**src/rtl/seg_pkg.sv**
```systemverilog
// Shared types and constants for the seven-segment scan controller.
package seg_pkg;

  typedef enum logic [1:0] {LOAD, SHOW, BLANK} seg_state_e;

  localparam logic [3:0] BCD_BLANK = 4'hF;
  localparam logic [7:0] SEG_OFF   = 8'hFF;

  function automatic int max2(int a, int b);
    return (a > b) ? a : b;
  endfunction

endpackage

```
**src/rtl/seg_scan_controller_dec.sv**
```systemverilog
// BcdDecoder: BCD nibble + dp request to active-low {a,b,c,d,e,f,g,dp}.
module BcdDecoder (
  input  logic [3:0] bcd_i,
  input  logic       dp_i,
  output logic [7:0] seg_n_o
);

  logic [6:0] abcdefg_n;

  always_comb begin
    abcdefg_n = 7'b1111111;
    case (bcd_i)
      4'd0:    abcdefg_n = 7'b0000001;
      4'd1:    abcdefg_n = 7'b1001111;
      4'd2:    abcdefg_n = 7'b0010010;
      4'd3:    abcdefg_n = 7'b0000110;
      4'd4:    abcdefg_n = 7'b1001100;
      4'd5:    abcdefg_n = 7'b0100100;
      4'd6:    abcdefg_n = 7'b0100000;
      4'd7:    abcdefg_n = 7'b0001111;
      4'd8:    abcdefg_n = 7'b0000000;
      4'd9:    abcdefg_n = 7'b0000100;
      default: abcdefg_n = 7'b1111111;  // A-F stay dark
    endcase
  end

  assign seg_n_o = {abcdefg_n, ~dp_i};

endmodule

```
**src/rtl/seg_scan_controller.sv**
```systemverilog
// Multiplexed scan controller for a common-anode seven-segment display.
// Define SEG_LZ_BLANK_EN to blank leading zeros when the frame is loaded.
module seg_scan_controller
  import seg_pkg::*;
#(
  parameter int NUM_DIGITS   = 8,
  parameter int SCAN_DIV     = 50000,
  parameter int BLANK_CYCLES = 500
) (
  input  logic                    clk,
  input  logic                    rst,
  input  logic [4*NUM_DIGITS-1:0] bcd_in,
  input  logic [NUM_DIGITS-1:0]   dp_in,
  input  logic [NUM_DIGITS-1:0]   digit_en,
  input  logic                    freeze,
  output logic [7:0]              seg_n,
  output logic [NUM_DIGITS-1:0]   sel_n,
  output logic                    frame_tick
);

  localparam int CNT_W = $clog2(max2(SCAN_DIV, BLANK_CYCLES) + 1);
  localparam int IDX_W = (NUM_DIGITS > 1) ? $clog2(NUM_DIGITS) : 1;
  localparam logic [CNT_W-1:0] SHOW_LD  = CNT_W'(SCAN_DIV - 1);
  localparam logic [CNT_W-1:0] BLANK_LD = CNT_W'((BLANK_CYCLES > 0) ? BLANK_CYCLES - 1 : 0);
  localparam logic [IDX_W-1:0] LAST_IDX = IDX_W'(NUM_DIGITS - 1);

  seg_state_e state_q, state_d;
  logic [IDX_W-1:0] idx_q, idx_d;
  logic [CNT_W-1:0] cnt_q, cnt_d;
  logic [NUM_DIGITS-1:0][3:0] bcd_q, bcd_d, bcd_load;
  logic [NUM_DIGITS-1:0] dp_q, dp_d, en_q, en_d;
  logic [7:0] seg_n_q, seg_n_d, dec_seg_n;
  logic [NUM_DIGITS-1:0] sel_n_q, sel_n_d;
  logic step;

  // Nibbles as they will be stored at LOAD
`ifdef SEG_LZ_BLANK_EN
  logic lead;
  always_comb begin
    bcd_load = bcd_in;
    lead     = 1'b1;
    for (int i = NUM_DIGITS - 1; i > 0; i--) begin
      if (lead && bcd_load[i] == 4'h0) bcd_load[i] = BCD_BLANK;
      else lead = 1'b0;
    end
  end
`else
  always_comb bcd_load = bcd_in;
`endif

  always_comb begin
    state_d = state_q;
    idx_d   = idx_q;
    cnt_d   = cnt_q;
    bcd_d   = bcd_q;
    dp_d    = dp_q;
    en_d    = en_q;
    step    = 1'b0;
    case (state_q)
      LOAD: begin
        state_d = SHOW;
        idx_d   = '0;
        cnt_d   = SHOW_LD;
        if (!freeze) begin
          bcd_d = bcd_load;
          dp_d  = dp_in;
          en_d  = digit_en;
        end
      end
      SHOW: begin
        if (cnt_q != '0) cnt_d = cnt_q - CNT_W'(1);
        else if (BLANK_CYCLES > 0) begin
          state_d = BLANK;
          cnt_d   = BLANK_LD;
        end else step = 1'b1;
      end
      BLANK: begin
        if (cnt_q != '0) cnt_d = cnt_q - CNT_W'(1);
        else step = 1'b1;
      end
      default: state_d = LOAD;
    endcase
    // The index only wraps by passing through LOAD
    if (step) begin
      if (idx_q == LAST_IDX) begin
        state_d = LOAD;
        cnt_d   = '0;
      end else begin
        state_d = SHOW;
        idx_d   = idx_q + IDX_W'(1);
        cnt_d   = SHOW_LD;
      end
    end
  end

  // Decode from next-state values so select and segments flip on one edge
  BcdDecoder u_dec (
    .bcd_i   (bcd_d[idx_d]),
    .dp_i    (dp_d[idx_d]),
    .seg_n_o (dec_seg_n)
  );

  always_comb begin
    seg_n_d = SEG_OFF;
    sel_n_d = '1;
    if (state_d == SHOW) begin
      for (int i = 0; i < NUM_DIGITS; i++) sel_n_d[i] = (idx_d != IDX_W'(i));
      if (en_d[idx_d]) seg_n_d = dec_seg_n;
    end
  end

  always_ff @(posedge clk) begin
    if (rst) begin
      state_q <= LOAD;
      idx_q   <= '0;
      cnt_q   <= '0;
      bcd_q   <= {NUM_DIGITS{BCD_BLANK}};
      dp_q    <= '0;
      en_q    <= '0;
      seg_n_q <= SEG_OFF;
      sel_n_q <= '1;
    end else begin
      state_q <= state_d;
      idx_q   <= idx_d;
      cnt_q   <= cnt_d;
      bcd_q   <= bcd_d;
      dp_q    <= dp_d;
      en_q    <= en_d;
      seg_n_q <= seg_n_d;
      sel_n_q <= sel_n_d;
    end
  end

  assign seg_n      = seg_n_q;
  assign sel_n      = sel_n_q;
  assign frame_tick = (state_q == LOAD) && !rst;

endmodule
```
**config.mk**
```make
export PLATFORM = sky130hd
export DESIGN_NAME = seg_scan_controller
export DESIGN_NICKNAME = d
export VERILOG_FILES = /design/src/rtl/seg_pkg.sv /design/src/rtl/seg_scan_controller_dec.sv /design/src/rtl/seg_scan_controller.sv
export SDC_FILE = /design/constraint.sdc
export NUM_CORES = 1
export LEC_CHECK = 0
export BUFFER_PORTS_ARGS = -buffer_cell sky130_fd_sc_hd__buf_2
export CAP_MARGIN = 15
export CORE_ASPECT_RATIO = 1.75
export CORE_MARGIN = 2
export CORE_UTILIZATION = 25
export CTS_BUF_LIST = sky130_fd_sc_hd__clkbuf_8
export DETAILED_ROUTE_END_ITERATION = 12
export GPL_ROUTABILITY_DRIVEN = 0
export SLEW_MARGIN = 20
export SYNTH_ARGS = -nofsm -noshare
export SYNTH_HDL_FRONTEND = slang
export SYNTH_SLANG_ARGS = --single-unit
export TNS_END_PERCENT = 30
```
**constraint.sdc**
```tcl
create_clock -name clk -period 9.1 [get_ports clk]
set_clock_uncertainty 0.2 [all_clocks]
set_input_delay 1.365 -clock clk [delete_from_list [all_inputs] [get_ports clk]]
set_output_delay 1.365 -clock clk [all_outputs]
set_load 0.01 [all_outputs]
```
==> report_table.html, run 1 <==
<table>
<tr><th>Metric</th><th>Value</th></tr>
<tr><th colspan="2">Status</th></tr>
<tr><td>Result of the run</td><td>completed</td></tr>
<tr><th colspan="2">Critical path</th></tr>
<tr><td>Capturing element type of the critical path</td><td>register</td></tr>
<tr><td>Start-to-end type of the worst setup path</td><td>reg2reg</td></tr>
<tr><td>Critical path data arrival time</td><td>4.48 ns</td></tr>
<tr><td>Critical Path Start Type</td><td>register</td></tr>
<tr><td>Crit path max fanout</td><td>12</td></tr>
<tr><td>Critical Path Max Stage Delay</td><td>0.64 ns</td></tr>
<tr><td>Kind of cell adding the most delay to the critical path</td><td>simple AND/OR/NAND/NOR gates</td></tr>
<tr><td>Cell type of the slowest stage on the worst timing path</td><td>or4_4</td></tr>
<tr><td>Critical path buffer and inverter count</td><td>2</td></tr>
<tr><td>Data required, critical path</td><td>between 9 and 10 ns</td></tr>
<tr><td>Cells along the critical path</td><td>inv_1 &gt; ha_1 &gt; or4b_1 &gt; or4_4 &gt; nor2_2 &gt; mux2_2 &gt; a221o_1 &gt; a32oi_1 &gt; ha_1 &gt; inv_1 &gt; nor4_1 &gt; o31ai_1</td></tr>
<tr><th colspan="2">Timing</th></tr>
<tr><td>Final hold violations</td><td>0</td></tr>
<tr><td>Final period demand of the worst path</td><td>4.42 ns</td></tr>
<tr><td>Smallest setup slack after layout</td><td>4.68 ns</td></tr>
<tr><td>Final total negative setup slack</td><td>0 ns</td></tr>
<tr><td>Max-slew headroom at the worst pin</td><td>42.0%</td></tr>
<tr><td>Min Hold Slack</td><td>0.285 ns</td></tr>
<tr><td>Worst Max-Slew Pin Slew</td><td>between 0.8 and 0.9 ns</td></tr>
<tr><td>Unrepaired setup endpoints after global routing</td><td>false</td></tr>
<tr><td>Final Max Slew Viols</td><td>0</td></tr>
<tr><td>Max frequency</td><td>0.226 GHz</td></tr>
<tr><td>Period utilization</td><td>48.6%</td></tr>
<tr><td>Number of endpoints failing setup at the final stage</td><td>0</td></tr>
<tr><th colspan="2">Cells and area</th></tr>
<tr><td>Fillcell total</td><td>1988</td></tr>
<tr><td>Area delta synth-&gt;final</td><td>15.9%</td></tr>
<tr><td>Number of antenna cells inserted</td><td>0</td></tr>
<tr><td>Design Area, Final</td><td>5250 µm²</td></tr>
<tr><td>Share of layout cells above drive strength 1</td><td>19.1%</td></tr>
<tr><td>Final net count</td><td>between 600 and 700</td></tr>
<tr><th colspan="2">Logic synthesis</th></tr>
<tr><td>Fraction of synthesized cell area taken by the top area cell type</td><td>37.5%</td></tr>
<tr><td>Post-Syn Instances</td><td>around 510</td></tr>
<tr><td>Largest area contributor in the netlist</td><td>dfxtp_1</td></tr>
<tr><td>Main area contributors after synthesis</td><td>dfxtp_1, mux2i_1, ha_1</td></tr>
<tr><td>Count of different cell masters after synthesis</td><td>65</td></tr>
<tr><td>EDFF count, synth</td><td>0</td></tr>
<tr><td>Post-Synthesis Cell Area</td><td>4530 µm²</td></tr>
<tr><td>Share of the yosys chip area belonging to registers</td><td>37.5%</td></tr>
<tr><td>Average cell area after synthesis</td><td>8.87 µm²</td></tr>
<tr><td>Number of nets produced by synthesis</td><td>577</td></tr>
<tr><td>Most common flop cell mapped by yosys</td><td>dfxtp_1</td></tr>
<tr><td>FFs w/ async S/R, synth</td><td>0%</td></tr>
<tr><td>#FFs+latches synth</td><td>85</td></tr>
<tr><td>Yosys warns</td><td>0</td></tr>
<tr><th colspan="2">Place</th></tr>
<tr><td>Placed inst area</td><td>5070 µm²</td></tr>
<tr><td>Total of buffers placed on input and output ports</td><td>67</td></tr>
<tr><td>Dpl hpwl</td><td>about 10000 µm</td></tr>
<tr><td>Pre-CTS setup slack</td><td>4.33 ns</td></tr>
<tr><th colspan="2">GRT</th></tr>
<tr><td>Largest net degree at the start of global routing</td><td>71</td></tr>
<tr><td>Number of antenna violations at the first check in global routing</td><td>1</td></tr>
<tr><td>Via count of the first global-routing pass</td><td>3971</td></tr>
<tr><td>GR Util All Layers</td><td>approximately 14%</td></tr>
<tr><td>Overflow after GRT</td><td>0</td></tr>
<tr><td>Global-route wire length before repair</td><td>20700 µm</td></tr>
<tr><th colspan="2">Clock network</th></tr>
<tr><td>Post-CTS Setup Inserts</td><td>0</td></tr>
<tr><td># hold bufs at CTS</td><td>0</td></tr>
<tr><td>Maximum number of buffers from clock root to sink</td><td>2</td></tr>
<tr><td>CTS tree</td><td>done</td></tr>
<tr><td>Clock tree root driver cell</td><td>clkbuf_8</td></tr>
<tr><td>Number of sinks on the clock net</td><td>85</td></tr>
<tr><td>Clk Latency, worst-skew pair</td><td>0.38 ns</td></tr>
<tr><td>Clock-pin slew reported for the worst setup and hold paths after clock tree synthesis</td><td>0.09 ns</td></tr>
<tr><td>CTS-repair resized insts</td><td>0</td></tr>
<tr><td>H-tree depth reported by CTS</td><td>3</td></tr>
<tr><td>Number of clock buffers inserted by TritonCTS</td><td>9</td></tr>
<tr><th colspan="2">Detailed routing</th></tr>
<tr><td>Detailed Route Iter0 Violations</td><td>212</td></tr>
<tr><td>Routed wire length per instance</td><td>16.5 µm</td></tr>
<tr><td>Initial DRT Pass Iterations</td><td>5</td></tr>
<tr><td>Final routed wirelength across all metal layers</td><td>13300 µm</td></tr>
<tr><td>Residual DRC</td><td>0</td></tr>
<tr><td>Via count</td><td>3947</td></tr>
<tr><td>Number of antenna-violating nets in the routed design</td><td>0</td></tr>
<tr><td>Via-to-Cell Ratio</td><td>4.91</td></tr>
<tr><th colspan="2">Floorplanning</th></tr>
<tr><td>Starting density of the core</td><td>25.3%</td></tr>
<tr><td>Vertical extent of the die</td><td>182 µm</td></tr>
<tr><td>Core outline area</td><td>17900 µm²</td></tr>
<tr><td>Std-Cell Rows</td><td>65</td></tr>
<tr><td>Count of boundary I/O pins</td><td>just under 70</td></tr>
<tr><td>Die outline width</td><td>between 100 and 150 µm</td></tr>
<tr><td>Die Outline Area</td><td>19300 µm²</td></tr>
<tr><th colspan="2">Power and ir drop</th></tr>
<tr><td>Static leakage</td><td>approximately 2.2 nW</td></tr>
<tr><td>Worst vdd ir</td><td>0.0000554 V</td></tr>
<tr><td>Cell area power density</td><td>~150 nW/µm²</td></tr>
<tr><td>Sum of internal, switching and leakage power</td><td>0.812 mW</td></tr>
<tr><th colspan="2">Run</th></tr>
<tr><td>Max-cap violation count</td><td>0</td></tr>
<tr><th colspan="2">Min path</th></tr>
<tr><td>Hold Crit Class</td><td>reg2reg</td></tr>
</table>
-- through the flow --
stage / instances / utilization [%]
global placement: 788 / 28.3
detailed placement: 788 / 28.3
floorplan: 511 / -
finish: 804 / 29.4
CTS: 804 / 29.4
global route: 804 / 29.4
-- worst paths after layout --
path / start / endpoint / slack (ns) / cells past startpoint
worst max register to register: cnt_q[0] / seg_n[3] / 4.68 / 12
worst max-delay path: cnt_q[0] / seg_n[3] / 4.68 / 12
worst min-delay path: bcd_q[29] / bcd_q[29] / 0.29 / 2
worst min register to register: bcd_q[29] / bcd_q[29] / 0.29 / 2
-- placed cells by master (no fill, tap or decap), types with 5 or more instances in the layout --
| cell | netlist | final |
|---|---|---|
| o22ai_1 | 5 | 5 |
| nand2b_1 | 28 | 27 |
| o211ai_1 | 7 | 7 |
| buf_2 | 5 | 67 |
| a21oi_1 | 29 | 29 |
| clkbuf_8 | 0 | 9 |
| dfxtp_1 | 85 | 85 |
| and2_1 | 6 | 6 |
| o21ai_0 | 26 | 26 |
| xnor2_1 | 6 | 6 |
| nor2_1 | 45 | 45 |
| a211oi_1 | 7 | 7 |
| nor4_1 | 6 | 6 |
| nand2_1 | 34 | 34 |
| a22oi_1 | 5 | 5 |
| inv_1 | 14 | 14 |
| buf_4 | 0 | 5 |
| nor3_1 | 11 | 11 |
| mux2i_1 | 51 | 51 |
| ha_1 | 15 | 15 |
| or3_1 | 8 | 8 |
| nand3b_1 | 5 | 5 |
-- layer usage --
metal / share of wire, % / global-route usage [%] / up-vias
li1: - / - / 1965
met1: 35 / 12.9 / 1873
met2: 59 / 28.4 / 80
met3: 2.8 / 2.29 / 27
met4: 3.4 / 6.95 / 2
met5: 0.053 / 0 / -
-- cells in the mapped netlist, types with 5 or more instances --
master / count
nand2b_1: 28
o22ai_1: 5
xnor2_1: 6
nand2_1: 34
a22oi_1: 5
nand3b_1: 5
mux2i_1: 51
clkbuf_1: 20
buf_2: 5
nor3_1: 11
o21ai_0: 26
o211ai_1: 7
ha_1: 15
a21oi_1: 29
nor4_1: 6
dfxtp_1: 85
nor2_1: 45
or3_1: 8
a211oi_1: 7
inv_1: 14
and2_1: 6
-- state kept, by name, summed over array words and instances, names as in the netlist --
| signal | flops |
|---|---|
| sel_n | 8 |
| dp_q | 8 |
| idx_q | 3 |
| seg_n | 8 |
| bcd_q | 32 |
| cnt_q | 16 |
| state_q | 2 |
| en_q | 8 |
-- kinds of logic (layout without fill, tap and decap cells) --
logic type | after synthesis | after routing | share of synthesized area [%]
and+or+nand+nor | 175 | 175 | 20.5
AOI/OAI and AO/OA | 129 | 129 | 19.4
DFF | 85 | 85 | 37.5
muxes | 56 | 56 | 13.0
buffers and inverters | 44 | 103 | 4.11
adders and majority gates | 15 | 15 | 4.14
xor gates and xnor gates | 7 | 7 | 1.35
-- tightest hold or removal path, delay by kind of cell (launching register included) --
family           cells  cell delay [ns]
flip-flops           1             0.32
AND/OR/NAND/NOR      2             0.13
-- area by class of cell --
class / instances / area (µm²) / area share (%)
sequential: 85 / 1700 / 32.4
clock inverter: 7 / 58.8 / 1.12
tap: 234 / 293 / 5.57
timing repair buffer: 72 / 373 / 7.10
multi-input combinational: 382 / 2650 / 50.4
clock buffer: 9 / 124 / 2.36
inverter: 15 / 56.3 / 1.07
-- power by group --
part	leakage [nW]	switching, mW	internal [mW]
clock network	0.0917	0.150	0.103
logic	1.42	0.0871	0.0649
registers	0.699	0.0134	0.394
Note: power is estimated with default switching activity, not from simulation.
==> run 2: changes to the inputs <==
==> constraint.sdc (replaced) <==
create_clock -name clk -period 4.54 [get_ports clk]
set_clock_uncertainty 0.2 [all_clocks]
set_input_delay 0.681 -clock clk [delete_from_list [all_inputs] [get_ports clk]]
set_output_delay 0.681 -clock clk [all_outputs]
set_load 0.01 [all_outputs]
==> run 2 against run 1 <==
  * Cell count rose by 1.4%
  * Hold slack better by 0.0018 ns
  * Largest power group unchanged
  * Clock power is 130% higher
  * Total power up 110%
  * Die area did not move
  * Largest cell class unchanged
  * Routed wire length is 3.9% higher
  * Core utilization is 0.65 points higher
  * Critical path type unchanged
==> report_table.html, run 2 (synthesis results as in run 1) <==
<table>
<tr><th>Metric</th><th>Value</th></tr>
<tr><th colspan="2">Status</th></tr>
<tr><td>Result of the run</td><td>completed</td></tr>
<tr><th colspan="2">Power and ir drop</th></tr>
<tr><td>Static leakage</td><td>2.29 nW (+3.5%)</td></tr>
<tr><td>Worst vdd ir</td><td>0.000140 V (+150%)</td></tr>
<tr><td>Sum of internal, switching and leakage power</td><td>1.71 mW (+110%)</td></tr>
<tr><td>Cell area power density</td><td>319 nW/µm² (+110%)</td></tr>
<tr><th colspan="2">Cells and area</th></tr>
<tr><td>Most frequent standard cell in the layout excluding fill and tap cells</td><td>dfxtp_1</td></tr>
<tr><td>Flip-flop count of the largest register after layout</td><td>32 (unchanged)</td></tr>
<tr><td>Share of layout cells above drive strength 1</td><td>20.3% (+1.2 points)</td></tr>
<tr><td>Leading cell types in the layout, fill and taps excluded</td><td>dfxtp_1, buf_2, mux2i_1</td></tr>
<tr><td>Final net count</td><td>642 (+1.7%)</td></tr>
<tr><td>Area delta synth-&gt;final</td><td>18.5%</td></tr>
<tr><td>Biggest register</td><td>bcd_q</td></tr>
<tr><td>Top Registers</td><td>bcd_q (32), cnt_q (16)</td></tr>
<tr><td>Number of antenna cells inserted</td><td>0 (unchanged)</td></tr>
<tr><td>Fillcell total</td><td>1964 (-1.2%)</td></tr>
<tr><th colspan="2">Place</th></tr>
<tr><td>Total of buffers placed on input and output ports</td><td>67 (unchanged)</td></tr>
<tr><td>Dpl hpwl</td><td>10800 µm (+5.4%)</td></tr>
<tr><td>Pre-CTS setup slack</td><td>0.490 ns (-3.84 ns)</td></tr>
<tr><th colspan="2">Detailed routing</th></tr>
<tr><td>Via-to-Cell Ratio</td><td>5.09 (+3.6%)</td></tr>
<tr><td>Routed wire length per instance</td><td>16.9 µm (+2.5%)</td></tr>
<tr><td>Via count</td><td>4145 (+5.0%)</td></tr>
<tr><td>Final routed wirelength across all metal layers</td><td>13800 µm (+3.9%)</td></tr>
<tr><td>Detailed Route Iter0 Violations</td><td>247 (+17%)</td></tr>
<tr><td>Residual DRC</td><td>0 (unchanged)</td></tr>
<tr><td>Number of antenna-violating nets in the routed design</td><td>0 (unchanged)</td></tr>
<tr><td>Initial DRT Pass Iterations</td><td>5 (unchanged)</td></tr>
<tr><th colspan="2">Timing</th></tr>
<tr><td>Final period demand of the worst path</td><td>4.07 ns (-0.357 ns)</td></tr>
<tr><td>Period utilization</td><td>89.6% (+41 points)</td></tr>
<tr><td>Max-slew headroom at the worst pin</td><td>42.5% (+0.49 points)</td></tr>
<tr><td>Worst Max-Slew Pin Slew</td><td>0.862 ns (-0.00731 ns)</td></tr>
<tr><td>Final hold violations</td><td>0 (unchanged)</td></tr>
<tr><td>Unrepaired setup endpoints after global routing</td><td>false</td></tr>
<tr><td>Final total negative setup slack</td><td>0 ns (unchanged)</td></tr>
<tr><td>Number of endpoints failing setup at the final stage</td><td>0 (unchanged)</td></tr>
<tr><td>Final Max Slew Viols</td><td>0 (unchanged)</td></tr>
<tr><td>Smallest setup slack after layout</td><td>0.474 ns (-4.20 ns)</td></tr>
<tr><td>Min Hold Slack</td><td>0.287 ns (+0.00176 ns)</td></tr>
<tr><td>Max frequency</td><td>0.246 GHz (+8.8%)</td></tr>
<tr><th colspan="2">Clock network</th></tr>
<tr><td>Number of sinks on the clock net</td><td>85 (unchanged)</td></tr>
<tr><td>H-tree depth reported by CTS</td><td>3 (unchanged)</td></tr>
<tr><td>CTS-repair resized insts</td><td>0 (unchanged)</td></tr>
<tr><td>Clk Latency, worst-skew pair</td><td>0.37 ns (about the same)</td></tr>
<tr><td>Clock tree root driver cell</td><td>clkbuf_8</td></tr>
<tr><td>Clock-pin slew reported for the worst setup and hold paths after clock tree synthesis</td><td>0.08 ns (about the same)</td></tr>
<tr><td>CTS tree</td><td>done</td></tr>
<tr><td>Maximum number of buffers from clock root to sink</td><td>2 (unchanged)</td></tr>
<tr><td>Number of clock buffers inserted by TritonCTS</td><td>9 (unchanged)</td></tr>
<tr><td>Post-CTS Setup Inserts</td><td>0 (unchanged)</td></tr>
<tr><td># hold bufs at CTS</td><td>0 (unchanged)</td></tr>
<tr><th colspan="2">Critical path</th></tr>
<tr><td>Critical path data arrival time</td><td>4.10 ns (-0.38 ns)</td></tr>
<tr><td>Critical Path Start Type</td><td>register</td></tr>
<tr><td>Data required, critical path</td><td>4.58 ns (-4.57 ns)</td></tr>
<tr><td>Start-to-end type of the worst setup path</td><td>reg2reg</td></tr>
<tr><td>Capturing element type of the critical path</td><td>register</td></tr>
<tr><td>Crit path max fanout</td><td>12 (unchanged)</td></tr>
<tr><th colspan="2">Run</th></tr>
<tr><td>Max-cap violation count</td><td>0 (unchanged)</td></tr>
<tr><th colspan="2">Floorplanning</th></tr>
<tr><td>Die Outline Area</td><td>19300 µm² (unchanged)</td></tr>
<tr><td>Count of boundary I/O pins</td><td>68 (unchanged)</td></tr>
<tr><td>Core outline area</td><td>17900 µm² (unchanged)</td></tr>
<tr><td>Vertical extent of the die</td><td>182 µm (unchanged)</td></tr>
<tr><td>Die outline width</td><td>106 µm (unchanged)</td></tr>
<tr><td>Starting density of the core</td><td>25.3% (unchanged)</td></tr>
<tr><td>Std-Cell Rows</td><td>65 (unchanged)</td></tr>
<tr><th colspan="2">GRT</th></tr>
<tr><td>Number of antenna violations at the first check in global routing</td><td>1 (unchanged)</td></tr>
<tr><td>Overflow after GRT</td><td>0 (unchanged)</td></tr>
<tr><td>Global-route wire length before repair</td><td>21400 µm (+3.3%)</td></tr>
<tr><td>GR Util All Layers</td><td>14.4% (+0.41 points)</td></tr>
<tr><td>Via count of the first global-routing pass</td><td>4119 (+3.7%)</td></tr>
<tr><td>Largest net degree at the start of global routing</td><td>40 (-44%)</td></tr>
<tr><th colspan="2">Min path</th></tr>
<tr><td>Hold Crit Class</td><td>reg2reg</td></tr>
</table>
-- run 2: cell type report --
type / count / area (µm²) / area share (%)
multi-input cells: 382 / 2650 / 49.3
flip-flops and latches: 85 / 1700 / 31.7
repair buffers: 83 / 455 / 8.48
well taps: 234 / 293 / 5.45
clock buffers: 9 / 124 / 2.31
clock inverters: 7 / 92.6 / 1.72
inverters: 15 / 56.3 / 1.05
-- run 2: final timing paths --
kind,from,end,slack [ns],cells after the start
setup / recovery,cnt_q[0],seg_n[3],0.47,13
hold / removal,bcd_q[13],bcd_q[13],0.29,1
setup reg to reg,cnt_q[0],seg_n[3],0.47,13
hold reg to reg,bcd_q[13],bcd_q[13],0.29,1
-- run 2: power by group --
part           total, mW  internal (mW)  switching [mW]
clock              0.584          0.308           0.277
sequential         0.816          0.790          0.0267
combinational      0.314          0.133           0.180
-- run 2: worst max-delay path: stages (launching register included) --
cell	delay (ns)
dfxtp_1	0.35
inv_1	0.11
ha_1	0.15
or4b_1	0.50
or4_4	0.65
nor2_2	0.33
mux2_2	0.38
a221o_1	0.29
a32oi_1	0.21
buf_4	0.18
ha_1	0.16
inv_1	0.05
nor4_1	0.27
o31ai_1	0.11
-- run 2: metrics by stage --
stage / instance area, µm² / util (%) / instances
2_1_floorplan: 4530 / - / 511
3_3_place_gp: 5150 / 28.8 / 799
3_5_place_dp: 5150 / 28.8 / 799
4_1_cts: 5370 / 30.0 / 815
5_1_grt: 5370 / 30.0 / 815
6_report: 5370 / 30.0 / 815
-- run 2: layer usage --
layer / routed length [µm] / up-vias / part of all wire, % / track usage (%)
met3: 574 / 53 / 4.2 / 2.93
li1: - / 1985 / - / -
met2: 7740 / 125 / 56 / 28.2
met5: 13 / - / 0.094 / 0
met4: 851 / 2 / 6.2 / 9.16
met1: 4630 / 1980 / 34 / 12.9
